File: config.mk
export PLATFORM = sky130hd
export DESIGN_NAME = store_buffer
export DESIGN_NICKNAME = d
export VERILOG_FILES = /design/src/rtl/store_buffer.sv
export SDC_FILE = /design/constraint.sdc
export NUM_CORES = 2
export LEC_CHECK = 0
export CORE_UTILIZATION = 45
export CTS_BUF_LIST = sky130_fd_sc_hd__clkbuf_8
export DETAILED_ROUTE_END_ITERATION = 10
export GPL_ROUTABILITY_DRIVEN = 0
export PLACE_DENSITY = 0.62
export SKIP_CTS_REPAIR_TIMING = 1
export SLEW_MARGIN = 5
export SYNTH_ARGS = -nofsm -noshare
export SYNTH_HDL_FRONTEND = slang
export SYNTH_SLANG_ARGS = --single-unit
export TNS_END_PERCENT = 5
File: constraint.sdc
create_clock -name clk -period 7.8 [get_ports clk]
set_input_delay 0.78 -clock clk [delete_from_list [all_inputs] [get_ports clk]]
set_output_delay 0.78 -clock clk [all_outputs]
set_load 0.02 [all_outputs]
File: src/rtl/store_buffer.sv
// Post-commit store queue: accepts retired stores, drains them in order to the
// D-cache over req/ack, and forwards the youngest matching store to loads.
module store_buffer #(
    parameter int DEPTH = 8,
    parameter int AW    = 32,
    parameter int DW    = 32
) (
    input  logic                     clk,
    input  logic                     rst_b,
    input  logic                     rob_commitmemwrite,
    input  logic [AW-1:0]            rob_swaddr,
    input  logic [DW-1:0]            rob_swdata,
    output logic                     sb_full,
    output logic                     sb_empty,
    output logic [$clog2(DEPTH):0]   sb_count,
    output logic                     sb_dc_req,
    output logic [AW-1:0]            sb_dc_addr,
    output logic [DW-1:0]            sb_dc_data,
    input  logic                     dc_sb_ack,
    input  logic                     ld_chk_val,
    input  logic [AW-1:0]            ld_chk_addr,
    output logic                     sb_ld_hit,
    output logic [DW-1:0]            sb_ld_data
);

    // state | meaning
    // IDLE  | no drain request outstanding
    // REQ   | head entry presented to the D-cache, waiting for ack

    localparam int LW = $clog2(DEPTH);
    localparam int PW = LW + 1;

    typedef enum logic {
        IDLE = 1'b0,
        REQ  = 1'b1
    } state_t;

    state_t         state;
    state_t         state_nxt;
    logic [PW-1:0]  wr_ptr;
    logic [PW-1:0]  rd_ptr;
    logic [PW-1:0]  count_nxt;
    logic [AW-1:0]  mem_addr [DEPTH];
    logic [DW-1:0]  mem_data [DEPTH];
    logic           push;
    logic           pop;
    logic [LW-1:0]  fwd_idx;
    logic           unused_byte_bits;

    // Status decodes only the registered pointers, keeping sb_full free of
    // combinational paths from push or ack.
    assign sb_full  = (wr_ptr[PW-1] != rd_ptr[PW-1]) &&
                      (wr_ptr[LW-1:0] == rd_ptr[LW-1:0]);
    assign sb_empty = (wr_ptr == rd_ptr);
    assign sb_count = wr_ptr - rd_ptr;

    assign push      = rob_commitmemwrite & ~sb_full;
    assign pop       = (state == REQ) & dc_sb_ack;
    assign count_nxt = sb_count + PW'(push) - PW'(pop);

    always_ff @(posedge clk or negedge rst_b) begin
        if (!rst_b) begin
            wr_ptr <= '0;
            rd_ptr <= '0;
            state  <= IDLE;
        end else begin
            if (push) wr_ptr <= wr_ptr + PW'(1);
            if (pop)  rd_ptr <= rd_ptr + PW'(1);
            state <= state_nxt;
        end
    end

    // Entry payload needs no reset; validity comes from the pointers.
    always_ff @(posedge clk) begin
        if (push) begin
            mem_addr[wr_ptr[LW-1:0]] <= rob_swaddr;
            mem_data[wr_ptr[LW-1:0]] <= rob_swdata;
        end
    end

    always_comb begin
        state_nxt = state;
        sb_dc_req = 1'b0;
        case (state)
            IDLE: begin
                if (count_nxt != '0) state_nxt = REQ;
            end
            REQ: begin
                sb_dc_req = 1'b1;
                if (pop && (count_nxt == '0)) state_nxt = IDLE;
            end
        endcase
    end

    assign sb_dc_addr = sb_empty ? '0 : mem_addr[rd_ptr[LW-1:0]];
    assign sb_dc_data = sb_empty ? '0 : mem_data[rd_ptr[LW-1:0]];

    // Walk from oldest to youngest so the last match seen is the youngest.
    always_comb begin
        sb_ld_hit  = 1'b0;
        sb_ld_data = '0;
        fwd_idx    = '0;
        for (int k = 0; k < DEPTH; k++) begin
            fwd_idx = rd_ptr[LW-1:0] + LW'(k);
            if (ld_chk_val && (PW'(k) < sb_count) &&
                (mem_addr[fwd_idx][AW-1:2] == ld_chk_addr[AW-1:2])) begin
                sb_ld_hit  = 1'b1;
                sb_ld_data = mem_data[fwd_idx];
            end
        end
    end

    // Word granularity: the byte offset of a load never affects matching.
    assign unused_byte_bits = ^ld_chk_addr[1:0];

endmodule
## Word level (Yosys, flattened, before mapping)

Memory sizes are Yosys's and may differ from the RTL's.
Cells that the tools add are included.

| cells by class | value |
|---|---|
| add/subtract/negate cells | 12 |
| magnitude comparators | 8 |
| equality and inequality tests | 11 |
| multiplexer cells | 24 |
| bitwise logic cells | 4 |
| reduce and logical (&&, ||, !) cells | 20 |

Operators with widths:

| operator | number |
|---|---|
| 2-to-1 mux 32 bit | 10 |
| equality test 30 bit | 8 |
| logical AND 1 bit | 18 |
| < comparator 3 x 4 -> 1 bit (first input constant) | 4 |
| 2-to-1 mux 1 bit | 13 |
| adder 3 bit (second input constant) | 4 |
| adder 4 x 1 -> 4 bit (second input constant) | 2 |
| < comparator 1 x 4 -> 1 bit (first input constant) | 2 |
| < comparator 2 x 4 -> 1 bit (first input constant) | 2 |
| adder 3 x 2 -> 3 bit (second input constant) | 2 |
| adder 4 x 1 -> 4 bit | 1 |
| equality test 4 bit | 1 |
| logical NOT 4 bit | 1 |
| nonzero test 4 bit | 1 |
| subtractor 4 x 1 -> 4 bit | 1 |
| subtractor 4 bit | 1 |
| adder 3 x 1 -> 3 bit (second input constant) | 1 |
| equality test 3 bit | 1 |
| AND 1 bit | 2 |
| NOT 1 bit | 2 |
| one-hot mux 1 bit (2 select lines) | 1 |
| != test 1 bit | 1 |

| word-level totals | value |
|---|---|
| flip-flop bits (word level) | 9 |
| memory bits (writable) | 512 |
| bits of input ports | 101 |
| word-level logic and storage cells | 84 |
| memories | 2 |

Memory list:

| memory | words | bits a word | rd ports | clocked after memory_dff | write ports | line | RTL |
|---|---|---|---|---|---|---|---|
| mem_addr | 8 | 32 | 8 | 0 | 1 | 43 | `logic [AW-1:0] mem_addr [DEPTH];` |
| mem_data | 8 | 32 | 8 | 0 | 1 | 44 | `logic [DW-1:0] mem_data [DEPTH];` |

## Longest topological paths before layout

| depth | value |
|---|---|
| depth after elaboration | 12 |
| mapped depth | 24 |
| depth with buffers taken out | 16 |

## Worst setup path after synthesis

No wires, ideal clock.

| path | value |
|---|---|
| path type | flip-flop to flip-flop |
| start | register rd_ptr[2] |
| end | memory mem_addr[0][0] (enable) |
| setup time | 0.565 ns |
| arrival time | 6.787 ns |
| path slack | 0.449 ns |
| stages on the path, launching flop included | 12 |
| period minus slack after synthesis | 7.351 ns |
| cells stage by stage | dfrtp_1 > buf_2 > buf_2 > inv_1 > clkbuf_1 > clkbuf_1 > ha_1 > nand3_1 > nor2b_1 > nor2b_1 > nand2_1 > nor3_1 |

| on the way | value |
|---|---|
| cells in the longest elaborated chain, start to end | 6 |

Ends and longest elaborated chain:

| item | line | RTL |
|---|---|---|
| start: declaration | 41 | `logic [PW-1:0] rd_ptr;` |
| start signal: assignment | 68 | `if (pop) rd_ptr <= rd_ptr + PW'(1);` |
| equality test 3 bit | 53 | `(wr_ptr[LW-1:0] == rd_ptr[LW-1:0]);` |
| logical AND 1 bit | 52 | `assign sb_full = (wr_ptr[PW-1] != rd_ptr[PW-1]) &&` |
| via sb_full | 13 | `output logic sb_full,` |
| NOT 1 bit | 57 | `assign push = rob_commitmemwrite & ~sb_full;` |
| AND 1 bit | 57 |  |
| 2-to-1 mux 1 bit | 75 | `if (push) begin` |
| 2-to-1 mux 1 bit (implied by the code) | 76 | `mem_addr[wr_ptr[LW-1:0]] <= rob_swaddr;` |
| end: declaration | 43 |  |

The timed path passes the listed nets, and every way through them passes these cells.

## Worst setup path after layout

| path | value |
|---|---|
| start | register rd_ptr[2] |
| end | output port sb_ld_data[7] |

| on the way | value |
|---|---|
| cells in the longest elaborated chain, start to end | 12 |
| elaborated cells on any way between the ends | 50 |
| those cells by class | add/sub (8); order compare (8); eq/ne (8); mux (8); reduce/logical (16); memory (2) |

Ends and longest elaborated chain:

| item | line | RTL |
|---|---|---|
| parallel branches: the longest is 11 deep, another holds memory (8 x 32 bit) | n/a |  |
| 2-to-1 mux 32 bit * | 105 | `if (ld_chk_val && (PW'(k) < sb_count) &&` |
| end: declaration | 23 | `output logic [DW-1:0] sb_ld_data` |

Mark *: on every way between the ends.

==> reports/qor.yml <==
power.leakage_nw: 16.1
yosys.area_share.simple_pct: 9.91
cap_violations: 0
synth_area_um2: 42400
relSlewSlack_pct: 19.6
dieArea_um2: 95500
async_flop_share_pct: 1.73
synthTopCellsByArea: "edfxtp_1 36%, mux4_2 28%, mux2i_1 8.4%"
p_int_mw: 12.1
endpoint_kind: "output pin"
initialDrtViolationCount: 5360
yosysTopAreaCell: "edfxtp_1"
synth_edf_count: 512
crit_path_frequent_cell: "ha_1"
synth_cells: 3294
synth_adder_area_share_pct: 0.478
yosys_warnings: 0
nets: 3469
crit_fanout: 15
synthFlopType: "edfxtp_1"
slew_violations: 0
synth_top_area_share_pct: 36.2
area_delta_synth_final_pct: 10.8
ir_drop_mv: 0.672
root_buffer: "clkbuf_8"
initial_core_util_pct: 45.5
cts.htree.levels: 3
grt_max_degree: 137
io_buffers: 202
grt_first_pass_wirelength_um: 217000
dp_hpwl_um: 96900
finClkSkew_ns: 0.0579
drive_gt1_share_pct: 23.9
crit_path_start_kind: "register"
fp.coreArea_um2: 93300
hold_viol: 0
critical-path-max-stage-delay_ns: 0.69
clkLatencyLatePin_ns: 0.76
switching_share_pct: 48.8
gr-total-overflow: 0
die_x_um: 309
critical_path_class: "register to output pin"
synthesis.nets: 3410
antenna_found_initial: 16
io_pins: 205
ys_types: 77
ant_nets: 0
cts_buffer_depth: 3
synth_area_per_cell_um2: 12.9
fin_crit_sh_pct: 99.3
totalWireLength_um: 149000
rrSetupSlack_ns: 3.43
hold_class: "primary input to async pin"
synth_most_common_cell: "mux4_2"
rsz0062_at_grt: "yes"
worst-path-buf-inv: 4
die_h_um: 309
cp_slowest_cell: "clkdlybuf4s50_1"
synth_compound_area_share_pct: 6.58
synth_top_family_by_area: "multiplexers"
yosys-top-cells-count: "525 x mux4_2, 512 x edfxtp_1, 367 x nand2_1, 355 x mux2i_1, 191 x xnor2_1"
tightest_slew_ns: 1.20
track_usage_pct: 30.9
synth_mux_area_share_pct: 37.5
synth-seq-area-share_pct: 36.8
grt_pass1_vias: 32562
p_clk_share_pct: 10.1
setup-tns-final_ns: 0
rows: 112
drc_errors: 0
crit_chain: "inv_2, ha_1, a21oi_1, o21ai_0, xnor2_1, inv_1, ha_1, nand2_1, o311ai_0, a31oi_1, o2111ai_1, nor4_1, nand2_4, buf_4, mux2i_1, a2111o_1, a311oi_1, clkdlybuf4s50_1"
p_switching_mw: 11.6
clkSlewWorstSetupHoldPaths_ns: 0.06
critPathArrivalTime_ns: 6.96
p_per_area_nw_per_um2: 504
clock_sink_count: 521
synth_xor_area_share_pct: 4.35
cts_made_buffers: 88
total_power_mw: 23.7
vias: 33438
ys_ff_latch: 521
worstPathRequired_ns: 7.02
drt_first_pass_iters: 6
crit_family: "compound AO/OA/AOI/OAI gates"
fin_crit_ns: 7.74
cts_tree: "done"
combPwrFrac_pct: 73.1
outcome: "complete, no violations"
seq_power_share_pct: 16.9
viasPerCell: 7.15
setup_viol: 0
fmax_mhz: 129
routedWlPerCell_um: 31.8
## placed cells by master (no fill, tap or decap), types with 65 or more instances in the layout
master           count
and3_1             100
buf_4               66
clkbuf_8            91
clkdlybuf4s50_1    202
edfxtp_1           512
mux2i_1            355
mux4_2             525
nand2_1            366
nand3_1             68
nor2_1             136
o21ai_0             65
xnor2_1            189
## flip-flops by register name, indices dropped and copies added, names as in the netlist
| register | flops |
|---|---|
| mem_addr | 256 |
| mem_data | 256 |
| rd_ptr | 4 |
| state | 1 |
| wr_ptr | 4 |
## per-layer routing
metal / GRT usage, % / wire length (um)
met5: 0 / 167
met4: 15.5 / 7960
met3: 8.65 / 20100
met2: 46.8 / 67100
met1: 40.8 / 53600
## area by class of cell
type | instances | area, um2
fillers | 7976 | 46300
multi-input cells | 2417 | 25200
flip-flops and latches | 521 | 15600
repair buffers | 285 | 2850
well taps | 1254 | 1570
clock buffers | 91 | 1250
clock inverters | 68 | 414
inverters | 40 | 151
diodes | 3 | 7.51
## metrics by stage
stage / instances / setup slack (ns) / cell area, um2 / utilization, % / hold WS [ns]
after floorplan: 3294 / 0.449 / 42400 / - / 0.460
after global placement: 4517 / 0.981 / 45300 / 48.6 / 0.475
after detailed placement: 4517 / 0.949 / 45300 / 48.6 / 0.483
after CTS: 4676 / 0.0827 / 47000 / 50.3 / 0.299
after global routing: 4679 / -0.0439 / 47000 / 50.4 / 0.368
final: 4679 / 0.0571 / 47000 / 50.4 / 0.349
## worst register-to-register path: cells and delay by family, from the launching register on
kind	cells	cell delay (ns)
fa+ha+maj	1	0.47
buf+inv	1	0.91
simple gates	5	1.95
flops	1	0.54
## final timing paths
path | from | end | cells past startpoint
setup / recovery | rd_ptr[2] | sb_ld_data[7] | 18
hold / removal | rst_b | wr_ptr[2] | 1
setup reg to reg | rd_ptr[0] | mem_data[5][27] | 7
hold reg to reg | wr_ptr[3] | wr_ptr[3] | 1
max in group asynchronous | rst_b | wr_ptr[0] | 1
min in group clk | wr_ptr[3] | wr_ptr[3] | 1
## logic make-up (layout without fill, tap and decap cells)
| family | after synthesis | in the layout |
|---|---|---|
| mux | 922 | 922 |
| simple gates | 888 | 888 |
| flops | 521 | 521 |
| compound gates | 381 | 381 |
| buf+inv | 356 | 484 |
| xor+xnor | 211 | 211 |
| fa+ha+maj | 15 | 15 |
| other cells | 0 | 3 |
## power by group through the flow
stage / Clock (mW) / Combinational [mW] / Sequential, mW
final: 2.38 / 17.3 / 4.00
after global routing: 2.52 / 18.1 / 4.04
after CTS: 2.42 / 16.9 / 3.98
after detailed placement: 0 / 16.8 / 4.03
after global placement: 0 / 16.6 / 3.97
after floorplan: 0 / 12.2 / 3.90
(Power assumes the default switching activity.)
